$ cat src/rtl/hough_sequencer.sv
// Hough accumulator sequencer: optional accumulator clear, vote pass-through, drain, then peak search.
// Define HOUGH_SEQ_CLEAR_EN to clear the accumulator RAM in-block; otherwise it is cleared externally.
module hough_sequencer (
  input  logic        Clk,
  input  logic        Reset,
  input  logic        Start,
  input  logic [7:0]  Width,
  input  logic [7:0]  Height,
  input  logic        FrameIn,
  input  logic        VoteValid,
  input  logic [15:0] VoteAddr,
  output logic        VoteReady,
  output logic [15:0] AccAddr,
  output logic        AccWe,
  output logic        AccInc,
  output logic        AccRd,
  input  logic [10:0] AccRdData,
  output logic [15:0] PeakAddr,
  output logic [10:0] PeakValue,
  output logic        Busy,
  output logic        Done,
  output logic [7:0]  DropCnt
);

  typedef enum logic [2:0] {
    S_IDLE,
`ifdef HOUGH_SEQ_CLEAR_EN
    S_CLEAR,
`endif
    S_WAIT,
    S_ACCUM,
    S_DRAIN,
    S_SEARCH,
    S_DONE
  } state_t;

  state_t      state_q, state_d;
  logic [15:0] n_q, n_d;
  logic [15:0] cnt_q, cnt_d;
  logic [15:0] max_addr_q, max_addr_d;
  logic [10:0] max_val_q, max_val_d;
  logic [15:0] peak_addr_q, peak_addr_d;
  logic [10:0] peak_val_q, peak_val_d;
  logic [7:0]  drop_q, drop_d;

  logic [15:0] prod;
  logic        acc_win;
  logic        cmp_gt;
  logic [15:0] cmp_addr;

  assign prod     = 16'(Width) * 16'(Height);
  assign acc_win  = (state_q == S_ACCUM) || (state_q == S_DRAIN);
  // Read data lags AccRd by one cycle, so the compared address is cnt_q-1.
  assign cmp_addr = cnt_q - 16'd1;
  assign cmp_gt   = (state_q == S_SEARCH) && (cnt_q != 16'd0) && (AccRdData > max_val_q);

  always_comb begin
    state_d     = state_q;
    n_d         = n_q;
    cnt_d       = cnt_q;
    max_addr_d  = max_addr_q;
    max_val_d   = max_val_q;
    peak_addr_d = peak_addr_q;
    peak_val_d  = peak_val_q;
    drop_d      = drop_q;
    VoteReady   = acc_win;
    AccAddr     = 16'd0;
    AccWe       = 1'b0;
    AccInc      = 1'b0;
    AccRd       = 1'b0;

    if (VoteValid && !acc_win && (drop_q != 8'hFF))
      drop_d = drop_q + 8'd1;

    case (state_q)
      S_IDLE: begin
        if (Start) begin
          n_d        = prod;
          cnt_d      = 16'd0;
          max_addr_d = 16'd0;
          max_val_d  = 11'd0;
          drop_d     = 8'd0;
          if (prod == 16'd0) begin
            state_d     = S_DONE;
            peak_addr_d = 16'd0;
            peak_val_d  = 11'd0;
          end else begin
`ifdef HOUGH_SEQ_CLEAR_EN
            state_d = S_CLEAR;
`else
            state_d = S_WAIT;
`endif
          end
        end
      end
`ifdef HOUGH_SEQ_CLEAR_EN
      S_CLEAR: begin
        AccWe   = 1'b1;
        AccAddr = cnt_q;
        if (cnt_q == n_q - 16'd1) begin
          cnt_d   = 16'd0;
          state_d = S_WAIT;
        end else begin
          cnt_d = cnt_q + 16'd1;
        end
      end
`endif
      S_WAIT: begin
        if (FrameIn) state_d = S_ACCUM;
      end
      S_ACCUM, S_DRAIN: begin
        if (VoteValid) begin
          AccWe   = 1'b1;
          AccInc  = 1'b1;
          AccAddr = VoteAddr;
        end
        if (state_q == S_ACCUM) begin
          if (!FrameIn) begin
            state_d = S_DRAIN;
            cnt_d   = 16'd0;
          end
        end else if (cnt_q == 16'd7) begin
          state_d = S_SEARCH;
          cnt_d   = 16'd0;
        end else begin
          cnt_d = cnt_q + 16'd1;
        end
      end
      S_SEARCH: begin
        if (cnt_q < n_q) begin
          AccRd   = 1'b1;
          AccAddr = cnt_q;
        end
        // Strictly greater only: ties keep the lowest address.
        if (cmp_gt) begin
          max_val_d  = AccRdData;
          max_addr_d = cmp_addr;
        end
        if (cnt_q == n_q) begin
          state_d     = S_DONE;
          peak_addr_d = max_addr_d;
          peak_val_d  = max_val_d;
        end else begin
          cnt_d = cnt_q + 16'd1;
        end
      end
      S_DONE:  state_d = S_IDLE;
      default: state_d = S_IDLE;
    endcase
  end

  always_ff @(posedge Clk) begin
    if (Reset) begin
      state_q     <= S_IDLE;
      n_q         <= 16'd0;
      cnt_q       <= 16'd0;
      max_addr_q  <= 16'd0;
      max_val_q   <= 11'd0;
      peak_addr_q <= 16'd0;
      peak_val_q  <= 11'd0;
      drop_q      <= 8'd0;
    end else begin
      state_q     <= state_d;
      n_q         <= n_d;
      cnt_q       <= cnt_d;
      max_addr_q  <= max_addr_d;
      max_val_q   <= max_val_d;
      peak_addr_q <= peak_addr_d;
      peak_val_q  <= peak_val_d;
      drop_q      <= drop_d;
    end
  end

  assign PeakAddr  = peak_addr_q;
  assign PeakValue = peak_val_q;
  assign Busy      = (state_q != S_IDLE);
  assign Done      = (state_q == S_DONE);
  assign DropCnt   = drop_q;

endmodule

$ cat config.mk
export PLATFORM = sky130hd
export DESIGN_NAME = hough_sequencer
export DESIGN_NICKNAME = d
export VERILOG_FILES = /design/src/rtl/hough_sequencer.sv
export SDC_FILE = /design/constraint.sdc
export NUM_CORES = 1
export LEC_CHECK = 0
export CAP_MARGIN = 5
export CORE_MARGIN = 2
export CORE_UTILIZATION = 50
export CTS_CLUSTER_SIZE = 16
export DETAILED_ROUTE_END_ITERATION = 16
export PLACE_DENSITY = 0.79
export SYNTH_ARGS = -nofsm -noshare
export SYNTH_HDL_FRONTEND = slang
export SYNTH_SLANG_ARGS = --single-unit
export TNS_END_PERCENT = 100
$ cat constraint.sdc
create_clock -name Clk -period 6.26 [get_ports Clk]
set_input_delay 1.252 -clock Clk [delete_from_list [all_inputs] [get_ports Clk]]
set_output_delay 1.252 -clock Clk [all_outputs]
set_load 0.03 [all_outputs]
==> qor.yml <==
status: "finished, final reports clean"
synthAdderAreaFrac_pct: 20.4
syn2layout_area_growth_pct: 29.2
avgSynthCellArea_um2: 8.22
worst_pin_slew_ps: 1070
syn_inst: 921
antenna_left: 0
htree_num_levels: 3
fin_worst_skew_ps: 11.5
netlist-cell-type-count: 68
max-cap-violations: 0
grt.total_usage_pct: 26.1
power.density_mw_per_mm2: 291
ir_drop_uv: 194
grt_overflow: 0
maxSlewViolCount: 0
dpl.hpwl_um: 14900
fin_ws_ps: 146
finalPower_mw: 2.84
cp_data_required_time_ps: 6450
numPortBuffers: 104
switching_share_pct: 36.7
fp.dieW_um: 127
grt_pass1_vias: 7169
n_antenna_cell: 0
synth_enable_flop_cells: 0
finish.utilization_pct: 66.8
clock_sinks: 97
fin_area_mm2: 0.00978
vias: 7208
numCtsBuffers: 9
grt_pass1_wl_um: 34500
yosysWarningCount: 0
clk_latency_ps: 360
cts_tree: "done"
yosysMostFrequentCell: "dfxtp_1"
power.share.clock_pct: 21.4
timing.final.crit_share_pct: 97.7
critPathLaunchType: "input pin"
slew-limit-headroom_pct: 28.7
synth_area_leaders: "dfxtp_1 (26%), ha_1 (11%), fa_1 (9.5%), a21oi_1 (5.4%), inv_1 (4.6%)"
dpl_cell_area_mm2: 0.00916
period_minus_slack_ps: 6110
core_region_area_mm2: 0.0146
power_leakage_nw: 4.14
drtIter0Drc: 575
fin_hold_ws_ps: 455
setup_viol_count_final: 0
final_layout_size_suffix_gt1_share_pct: 14.3
syn-cell-area_mm2: 0.00757
ys_async_sr_fraction_pct: 0
timing.fmax_ghz: 0.164
synth_flop_cell: "dfxtp_1"
synth_compound_area_share_pct: 20.1
ys_ff_latch: 97
setup_tns_ps: 0
drcViolationCount: 0
hold_class: "flip-flop to flip-flop"
yosys-top-cells-count: "dfxtp_1 (97), inv_1 (92), nand2_1 (87), a21oi_1 (82), nor2_1 (73)"
grt_max_degree: 76
first_pass_iters: 5
synth_top_area_share_pct: 25.6
yosysTopAreaCell: "dfxtp_1"
clockBufferDepth: 2
synthSimpleGateAreaFrac_pct: 21.3
cts_root_buf: "clkbuf_16"
p_seq_share_pct: 23.6
synth_mux_area_share_pct: 1.07
dp_cells: 1228
post_drt_wl_per_cell_um: 16.6
die-area_mm2: 0.0161
hold_viol_final: 0
finalNetCount: 1225
pre_cts_slack_ps: -691
final_cells: 1263
initial_core_util_pct: 51.7
routed_wl_um: 20900
arrival_ps: 6310
intPower_mw: 1.80
ys_seq_area_share_pct: 25.6
io_pins: 105
combPwrFrac_pct: 55.0
crit_type: "input pin to flip-flop"
synth_top_family_by_area: "simple AND/OR/NAND/NOR gates"
end_kind: "flip-flop"
switchingPower_mw: 1.04
gp_congestion: 0.906
avgViaCountPerCell: 5.71
worstPathMaxFanout: 8
num_rows: 44
synth_nets: 1071
die_h_um: 127
antenna_found_initial: 0
synth-xor-area-share_pct: 4.28
clk_pin_slew_ps: 60
==> repair_timing <==
| item | in CTS | in global routing |
|---|---|---|
| pin swaps | 19 | 21 |
| gates resized for setup | 34 | 39 |
| hold buffers | 0 | 0 |
| cloned | 1 | 1 |
| endpoints found under the setup margin | 28 | 28 |
| endpoints found under the hold margin | 0 | 0 |
| setup buffers | 15 | 4 |
==> layout by cell type (no fill, tap or decap), types with 34 or more instances in the layout <==
master and count:
ha_1 61, fa_1 34, nor2_1 72, dfxtp_1 97
a21oi_1 81, and2_1 54, nand2_1 86, buf_4 80
inv_1 92, clkdlybuf4s50_1 89
==> critical path: stages <==
cell	delay (ps)
dlymetal6s2s_1	150
nand2_1	100
fa_1	520
fa_1	520
inv_1	60
fa_1	540
inv_1	60
fa_1	520
inv_1	60
ha_4	240
and3_4	160
a22oi_2	310
a21oi_4	130
a221o_1	370
xor2_1	160
or4b_4	620
o21ai_4	210
buf_6	130
buf_12	120
a211oi_1	80
==> registers in the layout (all words and copies together) (netlist names) <==
register and count:
cnt_q 16, max_val_q 11, n_q 16, state_q 3, PeakAddr 16, DropCnt 8
max_addr_q 16, PeakValue 11
==> worst paths after layout <==
kind | startpoint | depth (start not counted) | slack [ps] | end
worst max-delay path | Width[1] | 20 | 150 | PeakValue[0]$_SDFFE_PP0P_
worst min-delay path | max_val_q[1]$_SDFFE_PP0P_ | 2 | 450 | max_val_q[1]$_SDFFE_PP0P_
worst max register to register | cnt_q[0]$_SDFFE_PP0P_ | 10 | 2920 | PeakAddr[8]$_SDFFE_PP0P_
worst min register to register | max_val_q[1]$_SDFFE_PP0P_ | 2 | 450 | max_val_q[1]$_SDFFE_PP0P_
==> layout make-up <==
class	instances	area (um^2)
Multi-Input combinational cell	686	5260
Fill cell	1158	4860
Sequential cell	97	1940
Timing Repair Buffer	189	1680
Inverter	92	345
Clock buffer	11	243
Tap cell	184	230
Clock inverter	4	76.3
==> power by group through the flow <==
stage | Sequential (mW) | Clock, mW | Combinational (mW)
after floorplan | 0.680 | 0 | 0.746
after global placement | 0.682 | 0 | 1.18
after detailed placement | 0.684 | 0 | 1.21
after CTS | 0.670 | 0.607 | 1.44
after global routing | 0.674 | 0.631 | 1.71
final | 0.670 | 0.609 | 1.57
==> logic make-up after synthesis <==
kind of cell | count (synthesis)
and+or+nand+nor | 321
AOI/OAI and AO/OA | 218
buffers and inverters | 138
adders and majority gates | 102
DFF | 97
xor gates and xnor gates | 37
muxes | 8
==> layer usage <==
layer  vias up  part of all wire [%]  global-route usage [%]
li1       3493                     -                       -
met1      3475                    43                    32.9
met2       203                    51                    46.3
met3        37                   4.6                    3.27
met4         0                   1.7                    8.60
met5         -                     0                       0
No activity file was read; power rests on OpenSTA's default activity.
